`config.mk`:
```
export PLATFORM = sky130hd
export DESIGN_NAME = vga_timing_gen
export DESIGN_NICKNAME = d
export VERILOG_FILES = /design/src/rtl/vga_timing_gen.sv
export SDC_FILE = /design/constraint.sdc
export NUM_CORES = 1
export LEC_CHECK = 0
export CAP_MARGIN = 40
export CORE_UTILIZATION = 49
export CTS_CLUSTER_SIZE = 40
export DETAILED_ROUTE_END_ITERATION = 16
export PLACE_DENSITY = 0.8
export SYNTH_ARGS = -nofsm -noshare
export SYNTH_HDL_FRONTEND = slang
export SYNTH_SLANG_ARGS = --single-unit
```
`constraint.sdc`:
```
create_clock -name clk_100m -period 3.2 [get_ports clk_100m]
set_input_delay 0.48 -clock clk_100m [delete_from_list [all_inputs] [get_ports clk_100m]]
set_output_delay 0.48 -clock clk_100m [all_outputs]
set_load 0.1 [all_outputs]
```
`src/rtl/vga_timing_gen.sv`:
```
// Parametrised VGA timing engine: pixel-tick divider, h/v counters, frame-latched
// pattern select and a one-tick registered sync/RGB output stage.
module vga_timing_gen #(
    parameter int CLK_DIV  = 4,
    parameter int H_ACTIVE = 640,
    parameter int H_FP     = 16,
    parameter int H_SYNC   = 96,
    parameter int H_BP     = 48,
    parameter int V_ACTIVE = 480,
    parameter int V_FP     = 10,
    parameter int V_SYNC   = 2,
    parameter int V_BP     = 33,
    parameter int HS_POL   = 0,
    parameter int VS_POL   = 0,
    parameter int R_W      = 3,
    parameter int G_W      = 3,
    parameter int B_W      = 2,
    localparam int H_TOT   = H_ACTIVE + H_FP + H_SYNC + H_BP,
    localparam int V_TOT   = V_ACTIVE + V_FP + V_SYNC + V_BP,
    localparam int HW      = $clog2(H_TOT),
    localparam int VW      = $clog2(V_TOT)
) (
    input  logic           clk_100m,
    input  logic           rst,
    input  logic [1:0]     mode,
    input  logic [R_W-1:0] pix_r,
    input  logic [G_W-1:0] pix_g,
    input  logic [B_W-1:0] pix_b,
    output logic [HW-1:0]  pix_x,
    output logic [VW-1:0]  pix_y,
    output logic           pix_req,
    output logic           pix_tick,
    output logic           frame_start,
    output logic           vga_hsync,
    output logic           vga_vsync,
    output logic [R_W-1:0] vga_r,
    output logic [G_W-1:0] vga_g,
    output logic [B_W-1:0] vga_b
);

    localparam int DW    = (CLK_DIV > 1) ? $clog2(CLK_DIV) : 1;
    localparam int BAR_W = H_ACTIVE / 8;
    localparam int RGB_W = R_W + G_W + B_W;

    localparam logic [DW-1:0] DIV_LAST   = DW'(CLK_DIV - 1);
    localparam logic [HW-1:0] H_END      = HW'(H_TOT - 1);
    localparam logic [HW-1:0] H_ACT_L    = HW'(H_ACTIVE);
    localparam logic [HW-1:0] H_LAST_ACT = HW'(H_ACTIVE - 1);
    localparam logic [HW-1:0] HS_BEG     = HW'(H_ACTIVE + H_FP);
    localparam logic [HW-1:0] HS_END     = HW'(H_ACTIVE + H_FP + H_SYNC - 1);
    localparam logic [VW-1:0] V_END      = VW'(V_TOT - 1);
    localparam logic [VW-1:0] V_ACT_L    = VW'(V_ACTIVE);
    localparam logic [VW-1:0] V_LAST_ACT = VW'(V_ACTIVE - 1);
    localparam logic [VW-1:0] VS_BEG     = VW'(V_ACTIVE + V_FP);
    localparam logic [VW-1:0] VS_END     = VW'(V_ACTIVE + V_FP + V_SYNC - 1);
    localparam logic          HS_ON      = (HS_POL != 0);
    localparam logic          VS_ON      = (VS_POL != 0);

    // Constant-width compare chain, so no runtime divider is inferred.
    function automatic logic [2:0] bar_index(input logic [HW-1:0] h);
        logic [2:0] idx;
        idx = 3'd0;
        for (int k = 1; k < 8; k++) begin
            if (int'(h) >= k * BAR_W) idx = 3'(k);
        end
        return idx;
    endfunction

    function automatic logic [RGB_W-1:0] pattern_rgb(input logic [1:0]       m,
                                                     input logic [HW-1:0]    h,
                                                     input logic [VW-1:0]    v,
                                                     input logic [RGB_W-1:0] ext);
        logic [2:0]     bar;
        logic           on_border;
        logic [R_W-1:0] r;
        logic [G_W-1:0] g;
        logic [B_W-1:0] b;
        bar       = bar_index(h);
        on_border = (h == '0) || (h == H_LAST_ACT) || (v == '0) || (v == V_LAST_ACT);
        r = '0;
        g = '0;
        b = '0;
        case (m)
            2'd0: {r, g, b} = ext;
            2'd1: begin
                r = {R_W{bar[2]}};
                g = {G_W{bar[1]}};
                b = {B_W{bar[0]}};
            end
            // Bit 5 of each counter taken via 32-bit ints so narrow counters stay legal.
            2'd2: begin
                if (((int'(h) ^ int'(v)) & 32) != 0) begin
                    r = '1;
                    g = '1;
                    b = '1;
                end
            end
            default: begin
                b = '1;
                if (on_border) begin
                    r = '1;
                    g = '1;
                end
            end
        endcase
        return {r, g, b};
    endfunction

    logic [DW-1:0]    div_q;
    logic [HW-1:0]    h_p0;
    logic [VW-1:0]    v_p0;
    logic [1:0]       mode_q;
    logic [1:0]       mode_eff;
    logic             vld_p0;
    logic             h_wrap;
    logic             v_wrap;
    logic             active_p0;
    logic             fs_p0;
    logic             hs_p0;
    logic             vs_p0;
    logic [RGB_W-1:0] rgb_p0;
    logic             hsync_p1;
    logic             vsync_p1;
    logic [RGB_W-1:0] rgb_p1;

    // Stage p0: counters and combinational pixel decode
    always_comb begin
        vld_p0    = rst && (div_q == DIV_LAST);
        h_wrap    = (h_p0 == H_END);
        v_wrap    = (v_p0 == V_END);
        active_p0 = (h_p0 < H_ACT_L) && (v_p0 < V_ACT_L);
        fs_p0     = vld_p0 && (h_p0 == '0) && (v_p0 == '0);
        // The first pixel of a frame already uses the mode being latched on that tick.
        mode_eff  = fs_p0 ? mode : mode_q;
        hs_p0     = (h_p0 >= HS_BEG) && (h_p0 <= HS_END);
        vs_p0     = (v_p0 >= VS_BEG) && (v_p0 <= VS_END);
        rgb_p0    = active_p0 ? pattern_rgb(mode_eff, h_p0, v_p0, {pix_r, pix_g, pix_b}) : '0;
    end

    always_ff @(posedge clk_100m) begin
        if (!rst) begin
            div_q  <= '0;
            h_p0   <= '0;
            v_p0   <= '0;
            mode_q <= 2'd0;
        end else begin
            div_q <= (div_q == DIV_LAST) ? '0 : div_q + DW'(1);
            if (vld_p0) begin
                if (fs_p0) mode_q <= mode;
                if (h_wrap) begin
                    h_p0 <= '0;
                    v_p0 <= v_wrap ? '0 : v_p0 + VW'(1);
                end else begin
                    h_p0 <= h_p0 + HW'(1);
                end
            end
        end
    end

    // Stage p1: registered sync and colour, one tick behind the counters
    always_ff @(posedge clk_100m) begin
        if (!rst) begin
            hsync_p1 <= !HS_ON;
            vsync_p1 <= !VS_ON;
            rgb_p1   <= '0;
        end else if (vld_p0) begin
            hsync_p1 <= hs_p0 ? HS_ON : !HS_ON;
            vsync_p1 <= vs_p0 ? VS_ON : !VS_ON;
            rgb_p1   <= rgb_p0;
        end
    end

    assign pix_x       = h_p0;
    assign pix_y       = v_p0;
    assign pix_tick    = vld_p0;
    assign pix_req     = vld_p0 && active_p0;
    assign frame_start = fs_p0;
    assign vga_hsync   = hsync_p1;
    assign vga_vsync   = vsync_p1;
    assign vga_r       = rgb_p1[RGB_W-1 -: R_W];
    assign vga_g       = rgb_p1[B_W +: G_W];
    assign vga_b       = rgb_p1[B_W-1:0];

endmodule
```
==> results of run 1 <==
layout by cell type, fill, tap and decap left out, types with 2 or more instances in the layout:
| cell type | netlist | routed |
|---|---|---|
| nor2_1 | 23 | 23 |
| nor4_2 | 2 | 2 |
| nand2_1 | 18 | 18 |
| nand4_1 | 8 | 8 |
| clkdlybuf4s50_1 | 0 | 21 |
| o21ai_0 | 7 | 7 |
| buf_8 | 0 | 10 |
| clkbuf_8 | 0 | 6 |
| buf_12 | 0 | 2 |
| and2_1 | 4 | 4 |
| a21oi_1 | 10 | 10 |
| ha_1 | 5 | 5 |
| nor3_1 | 2 | 2 |
| inv_1 | 16 | 16 |
| nand2b_1 | 3 | 3 |
| and3_1 | 4 | 4 |
| a41oi_1 | 2 | 2 |
| a21boi_0 | 2 | 2 |
| dfxtp_1 | 34 | 34 |
| or3_1 | 3 | 3 |
| a22o_1 | 7 | 7 |
| nor2b_1 | 3 | 3 |
| o41ai_1 | 2 | 2 |
| a211oi_1 | 2 | 2 |
| buf_4 | 0 | 28 |
| xor2_1 | 12 | 12 |
| xnor2_1 | 4 | 4 |
| o21ai_1 | 6 | 6 |
| nand3_1 | 7 | 7 |
| a221o_1 | 2 | 2 |
critical path: cells and delay by family (launching register included):
kind,cells,cell delay [ns]
and+or+nand+nor,3,1.27
DFF,1,0.44
buffers and inverters,2,0.34
synth_stat cells (all sizes together), types with 5 or more instances:
cell type	instances	share of area (%)
o21ai	13	3.5
a21oi	10	2.7
nand4	8	2.7
clkbuf	7	1.4
nand3	7	1.9
nor2	24	5.0
inv	17	3.7
xor2	12	5.6
nand2	18	3.6
a22o	7	3.3
ha	5	3.3
dfxtp	34	36
power by group through the flow:
stage                     registers [W]  logic (W)  clock network (W)
after floorplan                0.000483  0.0000459                  0
after global placement         0.000447   0.000123                  0
after detailed placement       0.000447   0.000139                  0
after CTS                      0.000438   0.000139           0.000337
after global routing           0.000439   0.000146           0.000362
final                          0.000438   0.000138           0.000332
final cells by class:
type	count	area [um^2]	share of cell area, %
Clock inverter	2	12.5	0.487
Sequential cell	34	681	26.5
Clock buffer	6	82.6	3.21
Tap cell	48	60.1	2.34
Timing Repair Buffer	61	611	23.7
Inverter	17	68.8	2.68
Multi-Input combinational cell	160	1060	41.1
worst paths after layout:
check                        startpoint                     end  slack [ns]  cells past startpoint
setup / recovery  pix_x[8]$_SDFFE_PN0N_             frame_start        0.38                      5
hold / removal      div_q[0]$_SDFF_PP0_     div_q[0]$_SDFF_PP0_        0.44                      1
setup reg to reg  pix_x[8]$_SDFFE_PN0N_  rgb_p1[0]$_SDFFE_PN0N_        0.40                      7
hold reg to reg     div_q[0]$_SDFF_PP0_     div_q[0]$_SDFF_PP0_        0.44                      1
flip-flops by register name (all words and copies together), names as in the netlist:
name and flops:
vga_hsync 1, mode_q 2, vga_vsync 1, div_q 2, rgb_p1 8, pix_x 10
pix_y 10
per-stage QoR:
stage | hold WS, ns | cell area [um^2] | instances
after floorplan | 0.398 | 1870 | 222
final | 0.438 | 2570 | 328
after CTS | 0.430 | 2570 | 328
after detailed placement | 0.413 | 2480 | 320
after global placement | 0.415 | 2330 | 310
after global routing | 0.450 | 2570 | 328
layer usage:
metal / vias up / global-route usage [%] / wire [um]
li1: 900 / - / -
met1: 843 / 31.0 / 2090
met2: 46 / 38.4 / 2200
met3: 7 / 5.36 / 168
met4: 0 / 7.67 / 55
met5: - / 0 / 0
cell families (layout without fill, tap and decap cells):
kind of cell,after synthesis,in the layout
simple gates,86,86
compound gates,49,49
flops,34,34
buf+inv,28,86
xor+xnor,16,16
fa+ha+maj,5,5
mux,4,4
==> out/results.ini, run 1 <==
[status]
status=completed

[synth]
yosysSeqAreaShare_pct=36.4
synth_fp_nets=239
async_reset_ff_share_pct=0
synth_fa_ha_area_share_pct=3.35
synth-simple-area-share_pct=24.6
syn_area_um2=1870
synth_compound_area_share_pct=18.3
synth_top_family_by_area=simple AND/OR/NAND/NOR gates
synth_ff_type=dfxtp_1
synth_edf_count=0
ys_ff_latch=34
yosys_warnings=0
synthXorXnorAreaFrac_pct=7.50
synth.area.mux_share_pct=2.68
synth_cell_types=51
avgSynthCellArea_um2=8.42
syn_inst=222

[finish]
final_nets=296
area.growth.synth_to_final_pct=37.6
final_util_pct=70.2
layout-drive-gt1-share_pct=21.4
fillers=291
diodes=0

[clocking]
post_cts_buffers=0
clock_latency_ns=0.29
cts_hold_buf=0
clk_pin_slew_ns=0.07
clockBufferDepth=2
numCtsBuffers=5
root_buffer=clkbuf_8
clock_sinks=34
cts_resized=0
cts_tree=built
h-tree-depth=2

[setup_path]
crit_chain=nor4_2 > nand4_1 > or4_1 > inv_6 > buf_12
slowest_delay_ns=0.75
path_max_fanout=12
required_ns=2.72
critPathKind=register to primary output
cp.arrival_ns=2.34
endpoint_kind=primary output
cpMaxStageDelayCell=or4_1
cp-start-kind=register

[die]
coreArea_um2=3660
die_x_um=63.8
ios=45
die_h_um=63.8
std_cell_rows=22
initial_utilization_pct=51.1
fp.dieArea_um2=4070

[drt]
drc=0
vias=1796
routedWlPerCell_um=13.8
ant_nets=0
wl_um=4520
routed_via_density=5.48
drt_first_pass_iters=4
drt_iter0_markers=165

[flow_run]
maxCapViolCount=0

[sta]
setup-tns-final_ns=0
finalClockSkew_ns=0.00427
setup_viol=0
final.period_utilization_pct=88.2
worst_slack_ns=0.379
max_slew_margin_pct=63.4
drv_slew=0
rsz0062_at_grt=no
fin_crit_ns=2.82
report.final.hold_viol_count=0
fmax_ghz=0.354
worst_pin_slew_ns=0.549

[power_and_ir_drop]
leakage_nw=1.09
p_sw_share_pct=27.5
combPwrFrac_pct=15.2
p_clk_share_pct=36.5
vdd_drop_max_v=0.000319
switching_power_w=0.000249
p_per_area_nw_per_um2=353
power_w=0.000908
p_int_w=0.000659
p_seq_share_pct=48.2

[min_path]
hold_path_class=register to register

[placed_design]
dpl.hpwl_um=3350
post-place-ws_ns=0.123
numPortBuffers=44
gp_congestion=0.831

[grt]
grt_antenna_before_repair=0
overflow=0
grt_pass1_vias=1596
grt_max_degree=17
grt_usage_pct=23.7
grt_pass1_wl_um=7490

Note: power is estimated with default switching activity, not from simulation.
==> run 2: changes to the inputs <==
CORE_UTILIZATION = 53   (was 49)
PLACE_DENSITY = 0.86   (was 0.8)
SLEW_MARGIN = 20   (was unset)
clock period = 3.5 ns   (was 3.2 ns; I/O delays follow)
==> out/results.ini, run 2 (same netlist as run 1, synthesis figures left out) <==
[die]
ios=45
die_h_um=61.4
die_x_um=61.4
coreArea_um2=3360
std_cell_rows=21
initial_utilization_pct=55.6
fp.dieArea_um2=3770

[sta]
setup_viol=0
report.final.hold_viol_count=0
hold_slack_ns=0.462
rsz0062_at_grt=no
setup-tns-final_ns=0
final.period_utilization_pct=82.5
fin_crit_ns=2.89
worst_pin_slew_ns=0.750
max_slew_margin_pct=49.7
fmax_ghz=0.346
drv_slew=0
finalClockSkew_ns=0.0103

[setup_path]
endpoint_kind=primary output
slowest_delay_ns=0.61
critical_path_buf_inv_count=3
cp-start-kind=input port
cp.arrival_ns=2.36
critPathKind=input port to primary output
path_max_fanout=7
required_ns=2.97
cpMaxStageDelayCell=or4_1
crit_chain=clkdlybuf4s50_1 > nand2_1 > or3_1 > or4_1 > inv_6 > buf_12
critPathTopFamily=simple AND/OR/NAND/NOR gates

[grt]
grt_pass1_vias=1850
grt_usage_pct=32.0
grt_max_degree=17
grt_antenna_before_repair=0
overflow=0
grt_pass1_wl_um=8680

[power_and_ir_drop]
p_int_w=0.000594
p_clk_share_pct=34.9
p_seq_share_pct=49.1
vdd_drop_max_v=0.000177
switching_power_w=0.000223
combPwrFrac_pct=16.0
p_per_area_nw_per_um2=293
p_sw_share_pct=27.2
leakage_nw=1.14

[drt]
ant_nets=0
drc=0
drt_iter0_markers=227
routedWlPerCell_um=16.0
drt_first_pass_iters=4
routed_via_density=5.74
wl_um=5380
vias=1934

[min_path]
hold_path_class=register to register

[clocking]
clk_pin_slew_ns=0.10
cts_resized=0
cts_tree=built
post_cts_buffers=0
clock_latency_ns=0.35
root_buffer=clkbuf_4
h-tree-depth=2
clockBufferDepth=2
cts_hold_buf=0
clock_sinks=34
numCtsBuffers=5

[finish]
regArea_um2=681
final_nets=307
layout-drive-gt1-share_pct=19.2
diodes=0
multi_input_area_um2=1060
layout_common_cells=clkdlybuf4s50_1 (36), dfxtp_1 (34), buf_8 (25)
final_common_cell=clkdlybuf4s50_1
fillers=221
area.growth.synth_to_final_pct=48.9

[placed_design]
gp_congestion=0.837
numPortBuffers=44
dpl.hpwl_um=4050

[status]
status=completed

[flow_run]
maxCapViolCount=0

==> run 2: cell count changes in the layout (fill, tap and decap cells not counted) <==
cell,previous run,this run
buf_4,28,9
buf_8,10,25
clkdlybuf4s50_1,21,36
clkbuf_8,6,0
clkbuf_4,0,5
bufinv_16,0,1
clkinv_2,1,2
clkinvlp_4,1,0
==> run 2: metal layers <==
metal  vias to the layer above  global-route usage (%)  routed length, um
li1                        919                       -                  -
met3                        18                    10.3                298
met5                         -                       0                  0
met2                        72                    52.8               2910
met4                         0                    16.8                136
met1                       925                    37.2               2030
==> run 2: cell type report <==
class,instances,share of cell area [%]
Timing Repair Buffer,72,30.3
Clock inverter,3,1.44
Tap cell,46,2.07
Sequential cell,34,24.4
Multi-Input combinational cell,160,37.9
Clock buffer,5,1.35
Inverter,17,2.47
==> run 2: metrics by stage <==
| stage | power (W) | instances | setup WS, ns | util [%] | instance area, um^2 |
|---|---|---|---|---|---|
| finish | 0.000817 | 337 | 0.612 | 82.8 | 2780 |
| detailed placement | 0.000538 | 328 | 0.393 | 80.2 | 2700 |
| CTS | 0.000814 | 336 | 0.610 | 82.6 | 2780 |
| global route | 0.000844 | 337 | 0.474 | 82.8 | 2780 |
| global placement | 0.000518 | 303 | 0.466 | 69.1 | 2320 |
| floorplan | 0.000484 | 222 | 0.511 | - | 1870 |
==> run 2: worst paths after layout <==
path	startpoint	end	cells past startpoint	slack (ns)
setup / recovery	rst	frame_start	6	0.61
hold reg to reg	vga_hsync$_SDFFE_PN1N_	vga_hsync$_SDFFE_PN1N_	2	0.46
hold / removal	vga_hsync$_SDFFE_PN1N_	vga_hsync$_SDFFE_PN1N_	2	0.46
setup reg to reg	pix_x[8]$_SDFFE_PN0N_	rgb_p1[0]$_SDFFE_PN0N_	7	0.74
==> run 2: worst reg2reg max path: cells and delay by family (launching register included) <==
kind	cells	cell delay (ns)
AND/OR/NAND/NOR	4	1.32
buffers and inverters	1	0.15
flip-flops	1	0.45
AO/OA/AOI/OAI	1	0.31
multiplexers	1	0.43
==> run 2: power groups by stage <==
stage | clock, W | combinational [W] | sequential, W
3_5_place_dp | 0 | 0.000129 | 0.000409
2_1_floorplan | 0 | 0.0000420 | 0.000442
4_1_cts | 0.000284 | 0.000129 | 0.000401
3_3_place_gp | 0 | 0.000109 | 0.000409
5_1_grt | 0.000305 | 0.000137 | 0.000402
6_report | 0.000285 | 0.000131 | 0.000401
